**src/rtl/engck_pkg.sv**
```systemverilog
// Shared types for the engine-clock phase sync controller.
// Frame phase and generator sync share one 2-bit type.
package engck_pkg;

    localparam int ENGCK_PHASE_W = 2;

    typedef logic [ENGCK_PHASE_W-1:0] engck_phase_t;

    typedef enum logic [1:0] {
        HOLD,
        ACQUIRE,
        LOCKED
    } engck_state_t;

    // Last phase of a frame; sync changes are applied only when leaving it.
    localparam engck_phase_t ENGCK_FRAME_LAST = engck_phase_t'(3);

endpackage

```
**src/rtl/engck_ref_watchdog.sv**
```systemverilog
// Saturating strobe watchdog: counts cycles since the last reference strobe
// and flags no_ref while the count sits at all-ones.
module engck_ref_watchdog #(
    parameter int TIMEOUT_W = 12
) (
    input  logic engclk,
    input  logic rst,
    input  logic clear,
    input  logic enable,
    output logic no_ref
);

    logic [TIMEOUT_W-1:0] cnt_q, cnt_d;
    logic                 no_ref_q, no_ref_d;

    always_comb begin
        cnt_d = cnt_q;
        if (enable) begin
            if (clear) begin
                cnt_d = '0;
            end else if (cnt_q != '1) begin
                cnt_d = cnt_q + TIMEOUT_W'(1);
            end
        end
        no_ref_d = (cnt_d == '1);
    end

    always_ff @(posedge engclk) begin
        if (rst) begin
            cnt_q    <= '0;
            no_ref_q <= 1'b0;
        end else begin
            cnt_q    <= cnt_d;
            no_ref_q <= no_ref_d;
        end
    end

    assign no_ref = no_ref_q;

endmodule

```
**src/rtl/engck_phase_sync_ctl.sv**
```systemverilog
// Sequences the 4-phase clock generator out of reset and steers its phase
// select so the divide-by-4 frame lines up with the system reference strobe.
module engck_phase_sync_ctl
    import engck_pkg::*;
#(
    parameter int RST_HOLD  = 8,
    parameter int LOCK_CNT  = 4,
    parameter int TIMEOUT_W = 12
) (
    input  logic       engclk,
    input  logic       rst,
    input  logic       ref_strobe,
    input  logic       relock_req,
    output logic       gen_rstb,
    output logic [1:0] sync,
    output logic       locked,
    output logic       err_pulse,
    output logic       no_ref,
    output logic [1:0] phase
);

    localparam int HOLD_W  = $clog2(RST_HOLD + 1);
    localparam int MATCH_W = $clog2(LOCK_CNT + 1);
    localparam logic [HOLD_W-1:0]  HOLD_LAST = HOLD_W'(RST_HOLD);
    localparam logic [MATCH_W-1:0] MATCH_MAX = MATCH_W'(LOCK_CNT);

    engck_state_t        state_q, state_d;
    logic [HOLD_W-1:0]   hold_cnt_q, hold_cnt_d;
    engck_phase_t        phase_q, phase_d;
    logic                gen_rstb_q, gen_rstb_d;
    engck_phase_t        sync_q, sync_d;
    logic                locked_q, locked_d;
    logic                err_pulse_q, err_pulse_d;
    engck_phase_t        cand_q, cand_d;
    logic [MATCH_W-1:0]  match_q, match_d;
    logic                pend_valid_q, pend_valid_d;
    engck_phase_t        pending_q, pending_d;
    logic                restart;

    always_comb begin
        state_d      = state_q;
        hold_cnt_d   = hold_cnt_q;
        gen_rstb_d   = gen_rstb_q;
        sync_d       = sync_q;
        locked_d     = locked_q;
        err_pulse_d  = 1'b0;
        cand_d       = cand_q;
        match_d      = match_q;
        pend_valid_d = pend_valid_q;
        pending_d    = pending_q;
        restart      = 1'b0;
        phase_d      = (state_q == HOLD) ? '0 : phase_q + engck_phase_t'(1);

        case (state_q)
            HOLD: begin
                hold_cnt_d = hold_cnt_q + HOLD_W'(1);
                if (hold_cnt_d == HOLD_LAST) begin
                    gen_rstb_d = 1'b1;
                    state_d    = ACQUIRE;
                end
            end

            ACQUIRE: begin
                if (relock_req) begin
                    locked_d     = 1'b0;
                    pend_valid_d = 1'b0;
                    match_d      = '0;
                end else begin
                    if (ref_strobe && (match_q == '0 || phase_q != cand_q)) begin
                        restart      = 1'b1;
                        cand_d       = phase_q;
                        match_d      = MATCH_W'(1);
                        pend_valid_d = 1'b0;
                    end else if (ref_strobe && match_q != MATCH_MAX) begin
                        match_d = match_q + MATCH_W'(1);
                    end
                    if (ref_strobe && match_d == MATCH_MAX) begin
                        pend_valid_d = 1'b1;
                        pending_d    = cand_d;
                    end
                    // A disagreeing strobe in the boundary cycle cancels the apply.
                    if (pend_valid_q && phase_q == ENGCK_FRAME_LAST && !restart) begin
                        sync_d       = pending_q;
                        locked_d     = 1'b1;
                        pend_valid_d = 1'b0;
                        state_d      = LOCKED;
                    end
                end
            end

            LOCKED: begin
                if (relock_req) begin
                    locked_d     = 1'b0;
                    pend_valid_d = 1'b0;
                    match_d      = '0;
                    state_d      = ACQUIRE;
                end else if (ref_strobe && phase_q != sync_q) begin
                    err_pulse_d = 1'b1;
                    locked_d    = 1'b0;
                    state_d     = ACQUIRE;
                    cand_d      = phase_q;
                    match_d     = MATCH_W'(1);
                    if (MATCH_MAX == MATCH_W'(1)) begin
                        pend_valid_d = 1'b1;
                        pending_d    = phase_q;
                    end
                end
            end

            default: begin
                state_d = HOLD;
            end
        endcase
    end

    always_ff @(posedge engclk) begin
        if (rst) begin
            state_q      <= HOLD;
            hold_cnt_q   <= '0;
            phase_q      <= '0;
            gen_rstb_q   <= 1'b0;
            sync_q       <= '0;
            locked_q     <= 1'b0;
            err_pulse_q  <= 1'b0;
            cand_q       <= '0;
            match_q      <= '0;
            pend_valid_q <= 1'b0;
            pending_q    <= '0;
        end else begin
            state_q      <= state_d;
            hold_cnt_q   <= hold_cnt_d;
            phase_q      <= phase_d;
            gen_rstb_q   <= gen_rstb_d;
            sync_q       <= sync_d;
            locked_q     <= locked_d;
            err_pulse_q  <= err_pulse_d;
            cand_q       <= cand_d;
            match_q      <= match_d;
            pend_valid_q <= pend_valid_d;
            pending_q    <= pending_d;
        end
    end

    engck_ref_watchdog #(
        .TIMEOUT_W (TIMEOUT_W)
    ) u_watchdog (
        .engclk (engclk),
        .rst    (rst),
        .clear  (ref_strobe),
        .enable (state_q != HOLD),
        .no_ref (no_ref)
    );

    assign gen_rstb  = gen_rstb_q;
    assign sync      = sync_q;
    assign locked    = locked_q;
    assign err_pulse = err_pulse_q;
    assign phase     = phase_q;

endmodule

```
**config.mk**
```make
export PLATFORM = sky130hd
export DESIGN_NAME = engck_phase_sync_ctl
export DESIGN_NICKNAME = d
export VERILOG_FILES = /design/src/rtl/engck_pkg.sv /design/src/rtl/engck_ref_watchdog.sv /design/src/rtl/engck_phase_sync_ctl.sv
export SDC_FILE = /design/constraint.sdc
export NUM_CORES = 1
export LEC_CHECK = 0
export ABC_AREA = 0
export BUFFER_PORTS_ARGS = -buffer_cell sky130_fd_sc_hd__buf_2
export CORE_ASPECT_RATIO = 0.9
export CORE_MARGIN = 8
export CORE_UTILIZATION = 50
export DETAILED_ROUTE_END_ITERATION = 6
export PLACE_DENSITY = 0.7
export SLEW_MARGIN = 15
export SYNTH_ARGS = -nofsm -noshare
export SYNTH_HDL_FRONTEND = slang
export SYNTH_SLANG_ARGS = --single-unit
export TNS_END_PERCENT = 10
```
**constraint.sdc**
```tcl
create_clock -name engclk -period 4.05 [get_ports engclk]
set_input_delay 1.215 -clock engclk [delete_from_list [all_inputs] [get_ports engclk]]
set_output_delay 1.215 -clock engclk [all_outputs]
set_load 0.02 [all_outputs]
```
==> metrics.yaml, run 1 <==
status: "finished clean"
ant_nets: 0
synth_adder_area_share: 0.04932
reg2reg_depth: 6
remaining_drc_errors: 0
synth_edf_count: 0
cp-endpoint: "u_watchdog.no_ref"
numCtsBuffers: 5
grt_pass1_vias: 1688
synth_top_family_by_area: "simple AND/OR/NAND/NOR gates"
finalClockSkew_ns: 0.01004
use_met2: 0.2277
die_h_um: 76.44
pin_count: 12
cp.required_ns: 4.29
synth_top_area_cell: "dfxtp_1"
cp-end-kind: "register"
tightest_slew_ns: 0.7881
postLayoutCellArea_um2: 2177
cp_cell_sequence: "buf_2, clkinv_1, o21ai_1, or3_1, a2111oi_2, and4_1"
drt_wl_total_um: 4678
drv_cap: 0
wl_per_cell_um: 15.86
dr.pass1.iters: 4
synth_top_area_frac: 0.3354
drive_gt1_frac: 0.1093
critPathLaunchType: "primary input"
track_usage: 0.1457
busiest_layer: "met2"
via_per_inst: 6.085
clock_latency_ns: 0.29
grt_pass1_wl_um: 7928
ir_drop_uv: 254.4
antenna_found_initial: 0
yosys-mux-area-fraction: 0.04501
diodes: 0
report.final.slew_viol_count: 0
maxSlewHeadroom: 0.4746
crit_type: "in -> reg"
setup-violations-final: 0
hold_viol_final: 0
yosys.area_share.simple: 0.2682
yosysWarnings: 0
cts_setup_buffers: 0
cts.sinks: 34
cp_top_family: "simple AND/OR/NAND/NOR gates"
clock_path_buffers: 2
dpl_cell_area_um2: 2063
die_x_um: 83.16
slowest_delay_ns: 0.51
grt_overflow_total: 0
synth-compound-area-share: 0.1942
syn_area_per_cell_um2: 8.456
syn2layout_area_growth_pct: 7.275
fmax_mhz: 367.6
clockRootBuffer: "clkbuf_8"
vias: 1795
powerDensity_nw_per_um2: 311.6
cts_tree: "done"
rows: 22
synthTopCellsByArea: "dfxtp_1, ha_1, nor2_1"
synthArstFlopShare: 0
yosysUniqueCellTypes: 58
crit_start: "rst"
ys_ff_latch: 34
hold_class: "reg -> reg"
die_area_um2: 6356
synth_area_um2: 2029
worst-path-stages: 6
crit_arrival_ns: 2.96
worst-path-buf-inv: 2
core_um2: 3991
period_minus_slack_ns: 2.721
gp_congestion: 0.9330
worstPathMaxFanout: 19
cts_max_level: 2
dp_hpwl_um: 3313
syn_nets: 252
synth_cells: 240
postCtsResizedCells: 0
total_power_mw: 0.6785
fin_nets: 258
rr_endpoint: "u_watchdog.no_ref"
leakagePower_nw: 0.8039
timing.rr.start: "state_q[0]"
drtIter0Drc: 222
grt_start_max_net_pins: 23
finalSetupTns_ns: 0
use_met1: 0.1872
synth_seq_area_share: 0.3354
met3_usage: 0.03205
period_share: 0.6718
floorplan.initialDensity: 0.5085
rsz0062_at_grt: "no"
synthXorXnorAreaFrac: 0.04747
cts_hold_buf: 0
port_buffers: 11
clk_pin_slew_ns: 0.07
ys.flop_type: "dfxtp_1"
slowest_stage: "or3_1"
r2r_slack_ns: 1.43
-- sequential cells by signal, indices dropped and copies added, names as in the netlist --
name and count:
cand_q 2, err_pulse 1, gen_rstb 1, hold_cnt_q 4, locked 1, match_q 3, pend_valid_q 1, pending_q 2
phase 2, state_q 2, sync 2, u_watchdog.cnt_q 12, u_watchdog.no_ref 1
-- worst register-to-register path, delay by kind of cell, from the launching register on --
family | cells | cell delay [ns]
DFF | 1 | 0.32
AOI/OAI and AO/OA | 2 | 0.75
buffers and inverters | 1 | 0.10
adders and majority gates | 1 | 0.68
and+or+nand+nor | 2 | 0.72
-- layout by cell type (no fill, tap or decap), types with 2 or more instances in the layout --
cell type,count
nand3_1,12
and3b_1,2
a2111oi_0,2
or4_1,3
and4_1,2
clkbuf_8,5
inv_1,9
xor2_1,4
nand2b_1,5
mux2i_1,8
nand4_2,2
nand4b_1,3
o21a_1,2
nand3b_1,3
clkinvlp_4,2
o22ai_1,2
and3_1,2
nor3_1,7
nor2b_1,3
and2_1,3
o31ai_1,2
dfxtp_1,34
a21oi_1,9
buf_2,11
nor4_1,4
o21ai_0,8
a311oi_1,2
nand2_1,15
ha_1,8
a211oi_1,4
nor2_1,24
o21ai_1,2
a31oi_1,9
xnor2_1,7
nand4_1,4
clkinv_1,2
-- worst min path at each step --
stage	endpoint	cells after the start	slack (ns)	start
floorplan	sync[0]	2	0.46	pending_q[0]
global placement	gen_rstb	1	0.48	gen_rstb
detailed placement	gen_rstb	1	0.47	gen_rstb
CTS	gen_rstb	1	0.51	gen_rstb
global route	gen_rstb	1	0.52	gen_rstb
finish	gen_rstb	1	0.50	gen_rstb
-- synthesized netlist by cell type, types with 4 or more instances --
library cell   n
nand2b_1       5
nand4_1        4
nor2_1        24
xor2_1         4
a211oi_1       4
nand3_1       12
nor4_1         4
mux2i_1        8
o21ai_0        8
a21oi_1        9
nand2_1       15
dfxtp_1       34
xnor2_1        7
ha_1           8
nor3_1         7
inv_1          9
a31oi_1        9
-- cell type report --
class,instances,area [µm²]
timing repair buffer,11,55.05
clock buffer,5,68.82
inverter,11,41.29
clock inverter,3,45.04
multi-input combinational,183,1226
sequential,34,680.7
tap,48,60.06
fill,372,1814
-- report_power, final --
part	switching, mW	internal [mW]
Sequential	0.00301	0.337
Clock	0.133	0.183
Combinational	0.0150	0.00760
Total	0.151	0.527
-- layer usage --
metal | up-vias | share of wire
li1 | 909 | -
met1 | 830 | 0.50
met2 | 48 | 0.44
met3 | 8 | 0.044
met4 | 0 | 0.015
met5 | - | 0
-- logic make-up after synthesis --
logic type,Yosys count
adders and majority gates,8
muxes,9
xor gates and xnor gates,11
AOI/OAI and AO/OA,56
and+or+nand+nor,99
buffers and inverters,23
DFF,34
-- metrics by stage --
step / hold slack (ns) / std cells / utilization / setup slack (ns)
floorplan: 0.4646 / 240 / - / 1.408
detailed placement: 0.4732 / 287 / 0.5169 / 1.007
global route: 0.5215 / 295 / 0.5455 / 1.148
finish: 0.5048 / 295 / 0.5455 / 1.329
global placement: 0.4781 / 287 / 0.5169 / 1.085
CTS: 0.5074 / 295 / 0.5455 / 1.303
Note: power is estimated with default switching activity, not from simulation.
==> run 2, diff against run 1 <==
==> constraint.sdc (replaced) <==
create_clock -name engclk -period 2.7 [get_ports engclk]
set_input_delay 0.81 -clock engclk [delete_from_list [all_inputs] [get_ports engclk]]
set_output_delay 0.81 -clock engclk [all_outputs]
set_load 0.02 [all_outputs]
==> run 2 against run 1 <==
Power up 39%. Core utilization up 0.85 points. Worst setup slack worse by 0.92 ns. Critical endpoint unchanged. Critical path depth up 1.
==> metrics.yaml, run 2 (synthesized netlist as in run 1, its figures left out) <==
status: "finished clean"
drive_gt1_frac: 0.1339
dp_cells: 294
wl_per_cell_um: 15.31
dpl_cell_area_um2: 2116
hp-start: "gen_rstb"
grt_pass1_wl_um: 7728
rsz0062_at_grt: "no"
period_share: 0.8488
syn2layout_area_growth_pct: 8.940
powerDensity_nw_per_um2: 427.8
top_layer_used: "met4"
grt_start_max_net_pins: 19
pwr-share-comb: 0.041
critPathLaunchType: "register"
via_per_inst: 6.103
r2r_slack_ns: 0.41
remaining_drc_errors: 0
gp_congestion: 0.9059
finalClockSkew_ns: 0.006103
clockRootBuffer: "clkbuf_8"
met3_length_um: 328
pre_cts_slack_ns: 0.2849
diodes: 0
fin_nets: 265
cp-end-kind: "register"
top_regs: "u_watchdog.cnt_q: 12 flops, hold_cnt_q: 4 flops, match_q: 3 flops"
total_power_mw: 0.9458
final_common_cell: "dfxtp_1"
fin_cells: 302
p_seq_frac: 0.539
wl_met2_um: 1962
p_sw_frac: 0.2339
tightest_slew_ns: 0.5069
rr_endpoint: "u_watchdog.no_ref"
maxSlewHeadroom: 0.6620
p_clk_frac: 0.420
clk_pin_slew_ns: 0.07
cts.sinks: 34
switchingPower_mw: 0.2212
core_um2: 3991
cts_tree: "done"
numCtsBuffers: 5
grt_pass1_vias: 1573
internal_power_mw: 0.7246
rows: 22
track_usage: 0.1444
ir_drop_uv: 369.0
cts_max_level: 2
hold_class: "reg -> reg"
largest_reg_flops: 12
grt_overflow_total: 0
drtIter0Drc: 218
cts_setup_buffers: 0
clock_path_buffers: 2
crit_arrival_ns: 2.53
cp_top_family: "simple AND/OR/NAND/NOR gates"
slowest_stage: "o41ai_1"
top_register: "u_watchdog.cnt_q"
worstPathMaxFanout: 16
antenna_found_initial: 0
clock_latency_ns: 0.29
period_minus_slack_ns: 2.292
setup-violations-final: 0
drv_cap: 0
crit_type: "reg -> reg"
report.final.slew_viol_count: 0
cp_cell_sequence: "inv_1, ha_1, nand4b_1, o41ai_1, nand3_1, a2111oi_2, and4_1"
die_area_um2: 6356
postCtsResizedCells: 0
timing.rr.start: "state_q[0]"
die_x_um: 83.16
cts_hold_buf: 0
reg2reg_depth: 7
leakagePower_nw: 0.8357
utilization: 0.5539
worst-path-buf-inv: 1
floorplan.initialDensity: 0.5085
setup_ws_ns: 0.4082
finalSetupTns_ns: 0
port_buffers: 11
fmax_mhz: 436.3
vias: 1843
wl_met1_um: 2280
cp.required_ns: 2.93
whs_ns: 0.4686
holdPathStages: 1
mostFrequentLayoutCells: "dfxtp_1, nor2_1, nand2_1, nand3_1, buf_2"
slowest_delay_ns: 0.45
dp_hpwl_um: 3249
whs_endpoint: "gen_rstb"
die_h_um: 76.44
hold_viol_final: 0
dr.pass1.iters: 4
postLayoutCellArea_um2: 2211
ant_nets: 0
pin_count: 12
drt_wl_total_um: 4625
[run 2: worst max-delay path by stage]
stage                        endpoint  slack [ns]  startpoint  depth (start not counted)
floorplan           u_watchdog.no_ref        0.46         rst                          6
global placement           match_q[0]        0.36  ref_strobe                          6
detailed placement         match_q[0]        0.28  ref_strobe                          6
CTS                 u_watchdog.no_ref        0.43  state_q[0]                          7
global route        u_watchdog.no_ref        0.23  state_q[0]                          7
finish              u_watchdog.no_ref        0.41  state_q[0]                          7
[run 2: per-layer routing]
metal | track usage | up-vias
met5 | 0 | -
met4 | 0.05263 | 0
met3 | 0.03846 | 5
met2 | 0.2090 | 77
met1 | 0.1972 | 847
li1 | - | 914
[run 2: power groups by stage]
stage / registers [mW] / clock network, mW / logic (mW)
CTS: 0.510 / 0.406 / 0.0385
finish: 0.510 / 0.398 / 0.0384
detailed placement: 0.521 / 0 / 0.0380
floorplan: 0.520 / 0 / 0.0247
global placement: 0.521 / 0 / 0.0373
global route: 0.510 / 0.426 / 0.0427
[run 2: cell type report]
cell class / count / area [µm²]
Clock buffer: 6 / 82.58
Timing Repair Buffer: 18 / 107.6
Multi-Input combinational cell: 183 / 1226
Clock inverter: 2 / 12.51
Tap cell: 48 / 60.06
Inverter: 11 / 41.29
Sequential cell: 34 / 680.7
Fill cell: 369 / 1780
